[src/rtl/phy_tx_arbiter_if.sv]
// Handshake bundle between the switch output requesters, the TX lane arbiter and the TX PHY manager.
// slave = arbiter view, master = requester/PHY-manager view.
interface phy_tx_arbiter_if #(
    parameter int NPORTS = 4,
    parameter int FLIT_W = 32
);
    localparam int OWN_W = (NPORTS > 1) ? $clog2(NPORTS) : 1;

    logic [NPORTS-1:0]        in_data_ready;
    logic [NPORTS*FLIT_W-1:0] in_flit;
    logic [NPORTS-1:0]        in_last;
    logic [NPORTS-1:0]        in_buffer_full;
    logic                     out_data_ready;
    logic [FLIT_W-1:0]        out_flit;
    logic                     out_buffer_full;
    logic                     busy;
    logic [OWN_W-1:0]         owner;

    modport slave (
        input  in_data_ready, in_flit, in_last, out_buffer_full,
        output in_buffer_full, out_data_ready, out_flit, busy, owner
    );

    modport master (
        output in_data_ready, in_flit, in_last, out_buffer_full,
        input  in_buffer_full, out_data_ready, out_flit, busy, owner
    );
endinterface

[src/rtl/phy_tx_arbiter.sv]
// Packet-locked round-robin arbiter sharing one PHY TX lane among NPORTS requesters.
// Define PHY_TX_ARB_OUT_REG_EN to drive out_data_ready/out_flit from a 1-entry output register.
module phy_tx_arbiter #(
    parameter int NPORTS = 4,
    parameter int FLIT_W = 32
) (
    input  logic            CLK,
    input  logic            nRST,
    phy_tx_arbiter_if.slave bus
);
    localparam int OWN_W = (NPORTS > 1) ? $clog2(NPORTS) : 1;

    typedef enum logic {IDLE, BUSY} state_t;

    state_t            r_state, w_state_nxt;
    logic [OWN_W-1:0]  r_owner, w_owner_nxt;
    logic [OWN_W-1:0]  r_rr_ptr, w_rr_ptr_nxt;
    logic [OWN_W-1:0]  w_ptr_after, w_arb_ptr, w_win_idx, w_cand;
    logic [NPORTS-1:0] w_arb_req, w_in_bf;
    logic              w_win_found;
    logic              w_owner_req, w_owner_last, w_accept, w_xfer, w_tail;
    logic [FLIT_W-1:0] w_owner_flit;

    assign w_owner_req  = bus.in_data_ready[r_owner];
    assign w_owner_last = bus.in_last[r_owner];
    assign w_owner_flit = bus.in_flit[r_owner*FLIT_W +: FLIT_W];
    assign w_ptr_after  = (int'(r_owner) == NPORTS - 1) ? '0 : r_owner + 1'b1;

`ifdef PHY_TX_ARB_OUT_REG_EN
    logic              r_out_valid;
    logic [FLIT_W-1:0] r_out_flit;

    // Accept into the register when it is empty or draining this very cycle.
    assign w_accept = ~r_out_valid | ~bus.out_buffer_full;
`else
    assign w_accept = ~bus.out_buffer_full;
`endif

    assign w_xfer = (r_state == BUSY) & w_owner_req & w_accept;
    assign w_tail = w_xfer & w_owner_last;

    // Round-robin search; on a tail the old owner is masked and the search starts past it.
    always_comb begin
        w_arb_ptr = (r_state == BUSY) ? w_ptr_after : r_rr_ptr;
        w_arb_req = bus.in_data_ready;
        if (r_state == BUSY) begin
            w_arb_req[r_owner] = 1'b0;
        end
        w_win_found = 1'b0;
        w_win_idx   = '0;
        w_cand      = '0;
        for (int unsigned i = 0; i < NPORTS; i++) begin
            w_cand = OWN_W'((32'(w_arb_ptr) + i) % NPORTS);
            if (!w_win_found && w_arb_req[w_cand]) begin
                w_win_found = 1'b1;
                w_win_idx   = w_cand;
            end
        end
    end

    always_comb begin
        w_state_nxt  = r_state;
        w_owner_nxt  = r_owner;
        w_rr_ptr_nxt = r_rr_ptr;
        w_in_bf      = '1;
        case (r_state)
            IDLE: begin
                if (w_win_found) begin
                    w_owner_nxt = w_win_idx;
                    w_state_nxt = BUSY;
                end
            end
            BUSY: begin
                w_in_bf[r_owner] = ~w_accept;
                if (w_tail) begin
                    w_rr_ptr_nxt = w_ptr_after;
                    if (w_win_found) begin
                        w_owner_nxt = w_win_idx;
                    end else begin
                        w_state_nxt = IDLE;
                    end
                end
            end
            default: w_state_nxt = IDLE;
        endcase
    end

    always_ff @(posedge CLK or negedge nRST) begin
        if (!nRST) begin
            r_state  <= IDLE;
            r_owner  <= '0;
            r_rr_ptr <= '0;
        end else begin
            r_state  <= w_state_nxt;
            r_owner  <= w_owner_nxt;
            r_rr_ptr <= w_rr_ptr_nxt;
        end
    end

    assign bus.in_buffer_full = w_in_bf;
    assign bus.owner          = r_owner;

`ifdef PHY_TX_ARB_OUT_REG_EN
    always_ff @(posedge CLK or negedge nRST) begin
        if (!nRST) begin
            r_out_valid <= 1'b0;
            r_out_flit  <= '0;
        end else if (w_xfer) begin
            r_out_valid <= 1'b1;
            r_out_flit  <= w_owner_flit;
        end else if (!bus.out_buffer_full) begin
            r_out_valid <= 1'b0;
        end
    end

    // The lock is released at the register input, but the lane stays busy until the tail drains.
    assign bus.out_data_ready = r_out_valid;
    assign bus.out_flit       = r_out_flit;
    assign bus.busy           = (r_state == BUSY) | r_out_valid;
`else
    assign bus.out_data_ready = (r_state == BUSY) & w_owner_req;
    assign bus.out_flit       = (r_state == BUSY) ? w_owner_flit : '0;
    assign bus.busy           = (r_state == BUSY);
`endif
endmodule

[src/flat_wrapper.sv]
// flat-port wrapper written by rule: the top's interface ports become plain ports
module phy_tx_arbiter_flat 
#(
    parameter int NPORTS = 4,
    parameter int FLIT_W = 32
)
  (CLK, nRST, bus_in_data_ready, bus_in_flit, bus_in_last, bus_out_buffer_full, bus_in_buffer_full, bus_out_data_ready, bus_out_flit, bus_busy, bus_owner);
  phy_tx_arbiter_if #(.NPORTS(NPORTS), .FLIT_W(FLIT_W)) bus_i ();
  input  logic CLK;
  input  logic nRST;
  input wire logic [$bits(bus_i.in_data_ready)-1:0] bus_in_data_ready;
  input wire logic [$bits(bus_i.in_flit)-1:0] bus_in_flit;
  input wire logic [$bits(bus_i.in_last)-1:0] bus_in_last;
  input wire logic [$bits(bus_i.out_buffer_full)-1:0] bus_out_buffer_full;
  output wire logic [$bits(bus_i.in_buffer_full)-1:0] bus_in_buffer_full;
  output wire logic [$bits(bus_i.out_data_ready)-1:0] bus_out_data_ready;
  output wire logic [$bits(bus_i.out_flit)-1:0] bus_out_flit;
  output wire logic [$bits(bus_i.busy)-1:0] bus_busy;
  output wire logic [$bits(bus_i.owner)-1:0] bus_owner;
  assign bus_i.in_data_ready = bus_in_data_ready;
  assign bus_i.in_flit = bus_in_flit;
  assign bus_i.in_last = bus_in_last;
  assign bus_i.out_buffer_full = bus_out_buffer_full;
  assign bus_in_buffer_full = bus_i.in_buffer_full;
  assign bus_out_data_ready = bus_i.out_data_ready;
  assign bus_out_flit = bus_i.out_flit;
  assign bus_busy = bus_i.busy;
  assign bus_owner = bus_i.owner;
  phy_tx_arbiter #(.NPORTS(NPORTS), .FLIT_W(FLIT_W)) u_core (.CLK(CLK), .nRST(nRST), .bus(bus_i));
endmodule
[config.mk]
export PLATFORM = sky130hd
export DESIGN_NAME = phy_tx_arbiter_flat
export DESIGN_NICKNAME = d
export VERILOG_FILES = /design/src/rtl/phy_tx_arbiter_if.sv /design/src/rtl/phy_tx_arbiter.sv /design/src/flat_wrapper.sv
export SDC_FILE = /design/constraint.sdc
export NUM_CORES = 1
export LEC_CHECK = 0
export ABC_AREA = 1
export BUFFER_PORTS_ARGS = -buffer_cell sky130_fd_sc_hd__buf_2
export CORE_MARGIN = 4
export CORE_UTILIZATION = 40
export CTS_CLUSTER_SIZE = 14
export DETAILED_ROUTE_END_ITERATION = 7
export GPL_TIMING_DRIVEN = 0
export PLACE_DENSITY = 0.95
export REMOVE_ABC_BUFFERS = 1
export SYNTH_ARGS = -nofsm -noshare
export SYNTH_HDL_FRONTEND = slang
export SYNTH_SLANG_ARGS = --single-unit
[constraint.sdc]
create_clock -name CLK -period 6.9 [get_ports CLK]
set_input_delay 2.07 -clock CLK [delete_from_list [all_inputs] [get_ports CLK]]
set_output_delay 2.07 -clock CLK [all_outputs]
set_load 0.02 [all_outputs]
==> impl_metrics.env, run 1 <==
export IMPL_status="completed"
export IMPL_drt_pass1_iterations=5
export IMPL_maxSlewViolCount=0
export IMPL_finalHoldViolCount=0
export IMPL_grt_pass1_vias=2659
export IMPL_fmax_mhz=201.9
export IMPL_synth_edf_count=0
export IMPL_cts_buffers=3
export IMPL_worstMarginPinSlew_ns=1.379
export IMPL_drv_cap=0
export IMPL_synthMuxAreaShare=0
export IMPL_hold_depth=2
export IMPL_synth_common_cells="nor2_1 (136), o21ai_0 (69), nand2_1 (53), a21oi_1 (33), nand3_1 (20)"
export IMPL_clock_path_buffers=2
export IMPL_cts_resized=0
export IMPL_hpwl_um=5954
export IMPL_seq_area_um2=126.4
export IMPL_end_kind="primary output"
export IMPL_track_usage=0.2633
export IMPL_hold_class="flop to flop"
export IMPL_synth_xor_area_share=0
export IMPL_worst_r2r_cell_count=14
export IMPL_tritoncts="done"
export IMPL_synth_area_leaders="nor2_1 (29%), o21ai_0 (20%), nand2_1 (11%), a21oi_1 (9.4%), dfrtp_1 (7.1%)"
export IMPL_placedCellCount=579
export IMPL_area_delta_synth_final_pct=51.59
export IMPL_postSynthAreaPerCell_um2=4.695
export IMPL_syn_instance_count=376
export IMPL_synth_compound_area_frac=0.2984
export IMPL_setup_slack_ns=1.948
export IMPL_p_leak_uw=0.001508
export IMPL_die_h_um=74.44
export IMPL_cts_root_buf="clkbuf_8"
export IMPL_ys_ff_latch=5
export IMPL_clock_skew_ns=0.003123
export IMPL_fin_cells=583
export IMPL_synth_seq_area_share=0.07087
export IMPL_fin_area_mm2=0.002676
export IMPL_setup_tns_final_ns=0
export IMPL_routabilityCongestion=0.9045
export IMPL_drt_iter0_drc=225
export IMPL_worstReg2RegEnd="u_core.bus.owner[1]"
export IMPL_grt_remaining_overflow=0
export IMPL_grt_max_degree=72
export IMPL_synthFlopType="dfrtp_1"
export IMPL_clkSlewWorstSetupHoldPaths_ns=0.04
export IMPL_period_minus_slack_ns=4.952
export IMPL_syn_area_mm2=0.001765
export IMPL_initial_utilization=0.4260
export IMPL_async_reset_ff_frac=1.000
export IMPL_arrival_ns=2.88
export IMPL_hold_ws_ns=0.5607
export IMPL_multi_input_area_mm2=0.001475
export IMPL_synth_most_common_cell="nor2_1"
export IMPL_cts_max_level=1
export IMPL_min_to="u_core.r_rr_ptr[1]"
export IMPL_fill_cells=381
export IMPL_critical_path_required_ns=4.83
export IMPL_maxSlewHeadroom=0.08051
export IMPL_clk_latency_ns=0.22
export IMPL_die_x_um=74.44
export IMPL_dp_slack_ns=2.004
export IMPL_holdBufCountCts=0
export IMPL_pin_count=179
export IMPL_wl_per_cell_um=13.18
export IMPL_wl_um=7685
export IMPL_ant_nets=0
export IMPL_yosys_area_share_adder=0.02835
export IMPL_min_delay_start="u_core.r_rr_ptr[1]"
export IMPL_yosysWarnings=0
export IMPL_cellPowerDensity_mw_per_mm2=460.8
export IMPL_rsz0062_at_grt="no"
export IMPL_vias=3012
export IMPL_postCtsSetupBuffers=0
export IMPL_synth_top_area_frac=0.2892
export IMPL_synthDistinctLibCells=20
export IMPL_n_antenna_cell=0
export IMPL_ir_worst_vdd_v=0.0002486
export IMPL_antenna_found_initial=0
export IMPL_numClockSinks=5
export IMPL_reg2reg_from="u_core.bus.owner[1]"
export IMPL_setup_viol=0
export IMPL_fin_nets=677
export IMPL_synth_top_family_by_area="simple AND/OR/NAND/NOR gates"
export IMPL_grt_pass1_wl_um=11740
export IMPL_synth_area_leader_cell="nor2_1"
export IMPL_drive_above_1_share=0.3677
export IMPL_core_area_mm2=0.004144
export IMPL_crit_type="flop to primary output"
export IMPL_cp_start_kind="flop"
export IMPL_cp_max_fo=39
export IMPL_drcViolationCount=0
export IMPL_rows=23
export IMPL_io_buffers=178
export IMPL_finalCritPeriodShare=0.7177
export IMPL_synth_simple_area_share=0.5089
export IMPL_dieArea_mm2=0.005541
export IMPL_vias_per_cell=5.166
export IMPL_placed_cell_area_mm2=0.002631
export IMPL_r2r_slack_ns=3.36
==> worst max-delay path: stages (launching register included) <==
cell     delay [ns]
dfrtp_1        1.24
inv_2          0.62
a21oi_1        0.27
o21ai_0        0.11
nand2_1        0.09
nand2_1        0.07
inv_1          0.07
buf_2          0.15
==> cell families (layout without fill, tap and decap cells) <==
logic type	Yosys count	count (layout)
flip-flops	5	5
buffers and inverters	41	198
AO/OA/AOI/OAI	105	105
AND/OR/NAND/NOR	221	221
adder cells (fa/ha/maj)	4	4
==> worst max-delay path by stage <==
stage | from | to | cells after the start
final | u_core.bus.owner[1] | bus_out_data_ready | 7
after detailed placement | bus_in_flit[22] | bus_out_flit[22] | 6
after CTS | u_core.bus.owner[1] | bus_out_flit[22] | 5
after global placement | u_core.bus.owner[0] | bus_in_buffer_full[0] | 4
after global routing | u_core.bus.owner[1] | bus_out_data_ready | 7
after floorplan | u_core.bus.owner[0] | bus_out_data_ready | 6
==> cells in the final DEF, fill, tap and decap left out, drive strengths merged <==
cell type / count
buf: 179
nor2: 137
o21ai: 71
nand2: 61
a21oi: 33
nand3: 21
inv: 15
dfrtp: 5
ha: 4
clkbuf: 4
nand4: 2
a31oi: 1
==> flip-flops by register name, summed over array words and instances, names as in the netlist <==
name,count
u_core.bus.owner,2
u_core.r_rr_ptr,2
u_core.bus.busy,1
==> per-layer routing <==
metal | share of wire | vias to the layer above | global-route usage
met4 | 0.029 | 0 | 0.06917
met1 | 0.37 | 1269 | 0.2910
li1 | - | 1539 | -
met5 | 0 | - | 0
met3 | 0.14 | 28 | 0.09189
met2 | 0.46 | 176 | 0.4771
==> final cells by class <==
cell class	count	area share
Multi-Input combinational cell	330	0.5512
Sequential cell	5	0.04722
Tap cell	50	0.02338
Clock buffer	4	0.01683
Inverter	15	0.02104
Timing Repair Buffer	179	0.3403
==> power breakdown <==
group | internal [uW] | switching [uW]
Combinational | 375 | 698
Clock | 39.6 | 13.3
Sequential | 41.1 | 65.6
==> per-stage QoR <==
step	total power, uW	util
6_report	1233	0.6458
5_1_grt	1381	0.6458
4_1_cts	1234	0.6458
3_5_place_dp	1175	0.6350
3_3_place_gp	1145	0.6298
2_1_floorplan	854.1	-
Note: power is estimated with default switching activity, not from simulation.
==> inputs of run 2 (changes only) <==
Settings changed: ABC_AREA 1 to 0, CORE_UTILIZATION 40 to 31, PLACE_DENSITY 0.95 to 0.87.
Clock period 6.9 ns to 4.48 ns, I/O delays scaled along.
==> run 2 against run 1 <==
Compared with the run above: first-iteration DRC count fell by 72%; clock skew fell by 0.0025 ns; die area rose by 9.9%; worst hold slack got worse by 0.054 ns; critical path depth fell by 3; area after synthesis fell by 14%; register-to-register slack got worse by 1.3 ns; routed wire length fell by 20%; largest power group unchanged.
==> impl_metrics.env, run 2 <==
export IMPL_status="completed"
export IMPL_worst_r2r_cell_count=7
export IMPL_crit_type="input pin to primary output"
export IMPL_grt_max_degree=50
export IMPL_ant_nets=0
export IMPL_fill_cells=426
export IMPL_rsz0062_at_grt="no"
export IMPL_fmax_mhz=274.4
export IMPL_p_leak_uw=0.001241
export IMPL_maxSlewHeadroom=0.1921
export IMPL_fin_nets=451
export IMPL_drt_iter0_drc=63
export IMPL_final_cell_mix="buf_2 (178), and2_1 (33), mux4_2 (32), nand2_1 (8), inv_1 (6)"
export IMPL_finalHoldViolCount=0
export IMPL_clock_skew_ns=0.0006474
export IMPL_drcViolationCount=0
export IMPL_period_minus_slack_ns=3.644
export IMPL_synth_edf_count=0
export IMPL_hold_ws_ns=0.5063
export IMPL_wl_um=6139
export IMPL_r2r_slack_ns=2.06
export IMPL_io_buffers=178
export IMPL_cp_start_kind="input pin"
export IMPL_worstMarginPinSlew_ns=1.212
export IMPL_holdBufCountCts=0
export IMPL_hold_class="flop to flop"
export IMPL_dieArea_mm2=0.006088
export IMPL_cts_root_buf="clkbuf_8"
export IMPL_antenna_found_initial=0
export IMPL_synth_common_cells="and2_1 (33), mux4_2 (32), nand2_1 (8), inv_1 (6)"
export IMPL_layout_commonest_cell="buf_2"
export IMPL_ys_ff_latch=5
export IMPL_setup_tns_final_ns=0
export IMPL_syn_area_mm2=0.001520
export IMPL_cellPowerDensity_mw_per_mm2=613.3
export IMPL_worstReg2RegEnd="u_core.bus.owner[1]"
export IMPL_drv_cap=0
export IMPL_synthFlopType="dfrtp_1"
export IMPL_yosysWarnings=0
export IMPL_critical_path_required_ns=3.14
export IMPL_track_usage=0.1984
export IMPL_synthDistinctLibCells=33
export IMPL_postSynthAreaPerCell_um2=11.10
export IMPL_die_x_um=78.03
export IMPL_grt_pass1_wl_um=9915
export IMPL_cts_buffers=3
export IMPL_async_reset_ff_frac=1.000
export IMPL_min_delay_start="u_core.r_rr_ptr[1]"
export IMPL_final_util=0.5266
export IMPL_tritoncts="done"
export IMPL_arrival_ns=2.30
export IMPL_n_antenna_cell=0
export IMPL_finalCritPeriodShare=0.8134
export IMPL_maxSlewViolCount=0
export IMPL_reg2reg_from="u_core.bus.owner[1]"
export IMPL_rows=25
export IMPL_cts_resized=0
export IMPL_routabilityCongestion=0.9406
export IMPL_pin_count=179
export IMPL_wl_per_cell_um=16.41
export IMPL_ir_worst_vdd_v=0.0003447
export IMPL_synth_seq_area_share=0.08230
export IMPL_cp_max_fo=5
export IMPL_postCtsSetupBuffers=0
export IMPL_syn_instance_count=137
export IMPL_synth_top_area_frac=0.4741
export IMPL_end_kind="primary output"
export IMPL_synth_most_common_cell="and2_1"
export IMPL_clock_path_buffers=2
export IMPL_vias_per_cell=5.160
export IMPL_hpwl_um=5108
export IMPL_clkSlewWorstSetupHoldPaths_ns=0.03
export IMPL_clk_latency_ns=0.22
export IMPL_initial_utilization=0.3219
export IMPL_setup_viol=0
export IMPL_synth_area_leader_cell="mux4_2"
export IMPL_cts_max_level=1
export IMPL_vias=1930
export IMPL_min_to="u_core.r_rr_ptr[1]"
export IMPL_synth_area_leaders="mux4_2 (47%), and2_1 (14%), dfrtp_1 (8.2%), mux4_1 (3.5%), ha_1 (3.3%)"
export IMPL_drive_above_1_share=0.7199
export IMPL_area_delta_synth_final_pct=63.62
export IMPL_core_area_mm2=0.004723
export IMPL_drt_pass1_iterations=4
export IMPL_die_h_um=78.03
export IMPL_numClockSinks=5
export IMPL_hold_depth=1
export IMPL_grt_pass1_vias=2080
export IMPL_grt_remaining_overflow=0
==> run 2: cell count changes in the layout (fill, tap and decap cells not counted), moves of 6 or more <==
cell     delta
nor2_1    -134
a21oi_1    -32
o21ai_0    -65
nand2_1    -45
mux4_2     +32
nand3_1    -19
and2_1     +33
inv_1       -6
==> run 2: worst max path at each step <==
stage,start,endpoint,slack [ns]
after floorplan,u_core.bus.owner[0],bus_out_flit[0],0.59
after global placement,u_core.bus.owner[0],bus_out_flit[0],0.26
after detailed placement,bus_in_data_ready[1],bus_out_data_ready,0.83
after CTS,u_core.bus.owner[1],bus_in_buffer_full[0],0.67
after global routing,bus_in_data_ready[1],bus_out_data_ready,0.79
final,bus_in_data_ready[2],bus_out_data_ready,0.84
==> run 2: logic make-up after synthesis <==
family                   count (synthesis)  share of synthesized area
adder cells (fa/ha/maj)                  4                    0.03292
flip-flops                               5                    0.08230
AND/OR/NAND/NOR                         54                     0.2091
AO/OA/AOI/OAI                           17                    0.07490
buffers and inverters                   19                    0.06419
multiplexers                            38                     0.5366
==> run 2: per-stage QoR <==
stage	std cells	power [uW]	area, um^2	setup slack, ns
6_report	374	1525	2487	0.8360
5_1_grt	374	1647	2487	0.7880
4_1_cts	374	1553	2486	0.6656
3_5_place_dp	370	1462	2441	0.8338
3_3_place_gp	369	1413	2420	0.2611
2_1_floorplan	124	1072	1445	0.5912
==> run 2: final cells by class <==
class | instances | area [um^2] | share of cell area
flip-flops and latches | 5 | 127.6 | 0.05131
well taps | 67 | 83.83 | 0.03370
repair buffers | 179 | 910.9 | 0.3662
inverters | 6 | 22.52 | 0.009054
clock buffers | 4 | 45.04 | 0.01811
multi-input cells | 113 | 1297 | 0.5216
==> run 2: per-layer routing <==
layer | part of all wire | wire length (um) | global-route usage | vias to the layer above
li1 | - | - | - | 881
met1 | 0.35 | 2140 | 0.2209 | 907
met3 | 0.11 | 654 | 0.03784 | 8
met2 | 0.54 | 3291 | 0.3861 | 134
met5 | 0 | 0 | 0 | -
met4 | 0.0085 | 52 | 0.04371 | 0
==> run 2: power breakdown <==
group	internal (uW)	switching, uW
combinational	649	605
clock	61.0	20.9
sequential	65.1	124
==> run 2: critical path: stages <==
cell	delay, ns
buf_2	0.13
mux4_2	0.48
and2_1	0.18
buf_2	0.16
==> inputs of run 3 (changes only) <==
Clock period 4.48 ns to 3.25 ns, I/O delays scaled along.
==> run 3 against run 2 <==
Compared with the run above: sequential power up 38%; power grew 37%; sequential share of layout area unchanged; worst setup slack lost 0.65 ns; global-route usage did not move; die area unchanged; largest cell class unchanged; largest power group unchanged.
==> impl_metrics.env, run 3 (synthesis gave the netlist of run 2 again) <==
export IMPL_numClockSinks=5
export IMPL_die_h_um=78.03
export IMPL_cts_buffers=3
export IMPL_area_delta_synth_final_pct=63.62
export IMPL_die_x_um=78.03
export IMPL_io_buffers=178
export IMPL_period_minus_slack_ns=3.063
export IMPL_postCtsSetupBuffers=0
export IMPL_rsz0062_at_grt="no"
export IMPL_clk_latency_ns=0.22
export IMPL_vias=1905
export IMPL_fin_nets=451
export IMPL_cp_start_kind="flop"
export IMPL_grt_remaining_overflow=0
export IMPL_drive_above_1_share=0.7199
export IMPL_wl_per_cell_um=16.34
export IMPL_hold_class="flop to flop"
export IMPL_end_kind="primary output"
export IMPL_initial_utilization=0.3219
export IMPL_final_cell_mix="buf_2 (178), and2_1 (33), mux4_2 (32), nand2_1 (8), inv_1 (6)"
export IMPL_tritoncts="done"
export IMPL_routabilityCongestion=0.9406
export IMPL_ant_nets=0
export IMPL_grt_max_degree=50
export IMPL_cellPowerDensity_mw_per_mm2=843.2
export IMPL_antenna_found_initial=0
export IMPL_clock_path_buffers=2
export IMPL_ir_worst_vdd_v=0.0004708
export IMPL_holdBufCountCts=0
export IMPL_n_antenna_cell=0
export IMPL_maxSlewHeadroom=0.1891
export IMPL_fill_cells=426
export IMPL_dieArea_mm2=0.006088
export IMPL_layout_commonest_cell="buf_2"
export IMPL_placedCellCount=370
export IMPL_grt_pass1_vias=2086
export IMPL_drv_cap=0
export IMPL_critical_path_required_ns=2.27
export IMPL_track_usage=0.1984
export IMPL_fin_cells=374
export IMPL_drt_pass1_iterations=4
export IMPL_grt_pass1_wl_um=9929
export IMPL_cp_max_fo=21
export IMPL_setup_viol=0
export IMPL_drt_iter0_drc=60
export IMPL_clkSlewWorstSetupHoldPaths_ns=0.03
export IMPL_p_leak_uw=0.001241
export IMPL_clock_skew_ns=0.0006774
export IMPL_hold_ws_ns=0.5063
export IMPL_core_area_mm2=0.004723
export IMPL_hpwl_um=5108
export IMPL_crit_type="flop to primary output"
export IMPL_cts_root_buf="clkbuf_8"
export IMPL_finalCritPeriodShare=0.9425
export IMPL_cts_max_level=1
export IMPL_drcViolationCount=0
export IMPL_finalHoldViolCount=0
export IMPL_wl_um=6110
export IMPL_pin_count=179
export IMPL_fmax_mhz=326.5
export IMPL_maxSlewViolCount=0
export IMPL_worstMarginPinSlew_ns=1.216
export IMPL_rows=25
export IMPL_worst_r2r_cell_count=7
export IMPL_hold_depth=1
export IMPL_cts_resized=1
export IMPL_arrival_ns=2.09
export IMPL_vias_per_cell=5.094
export IMPL_status="completed"
## run 3: cell counts in the layout (fill, tap and decap cells not counted)
No cell type changed its count.
## run 3: cell type report
class | count | area (um^2) | share of cell area
flip-flops and latches | 5 | 127.6 | 0.05131
repair buffers | 179 | 910.9 | 0.3662
well taps | 67 | 83.83 | 0.03370
clock buffers | 4 | 45.04 | 0.01811
inverters | 6 | 22.52 | 0.009054
multi-input cells | 113 | 1297 | 0.5216
## run 3: critical path, cell delays in order, from the launching register on
cell and delay (ns):
dfrtp_2 0.72, buf_12 0.28, mux4_2 0.52, and2_1 0.17, buf_2 0.16
## run 3: where the power goes
group | leakage (uW) | internal [uW] | switching, uW | total (uW)
clock network | 0.0000228 | 84.0 | 28.8 | 113
logic | 0.00116 | 894 | 830 | 1720
registers | 0.0000544 | 89.7 | 170 | 260
## run 3: through the flow
stage / area [um^2] / util / worst slack, ns / setup TNS, ns / power (uW)
floorplan: 1445 / - / -0.2698 / -7.820 / 1477
global placement: 2420 / 0.5123 / -0.5999 / -20.40 / 1948
detailed placement: 2441 / 0.5168 / 0.03845 / 0 / 2015
CTS: 2487 / 0.5266 / 0.1284 / 0 / 2127
global route: 2487 / 0.5266 / 0.01306 / 0 / 2269
finish: 2487 / 0.5266 / 0.1868 / 0 / 2097
## run 3: routing by layer
| layer | vias to the layer above | part of all wire | routed length, um | track usage |
|---|---|---|---|---|
| li1 | 882 | - | - | - |
| met1 | 896 | 0.35 | 2143 | 0.2188 |
| met2 | 121 | 0.54 | 3302 | 0.3887 |
| met3 | 6 | 0.10 | 616 | 0.03784 |
| met4 | 0 | 0.0075 | 46 | 0.04371 |
| met5 | - | 0 | 0 | 0 |
## run 3: final timing paths
path | slack (ns) | startpoint | end
hold / removal | 0.51 | u_core.r_rr_ptr[1] | u_core.r_rr_ptr[1]
setup / recovery | 0.19 | u_core.bus.owner[0] | bus_out_flit[5]
setup reg to reg | 0.83 | u_core.bus.owner[1] | u_core.bus.owner[1]
max in group asynchronous | 2.54 | nRST | u_core.bus.owner[1]
min in group asynchronous | 0.56 | nRST | u_core.r_rr_ptr[0]
hold reg to reg | 0.51 | u_core.r_rr_ptr[1] | u_core.r_rr_ptr[1]
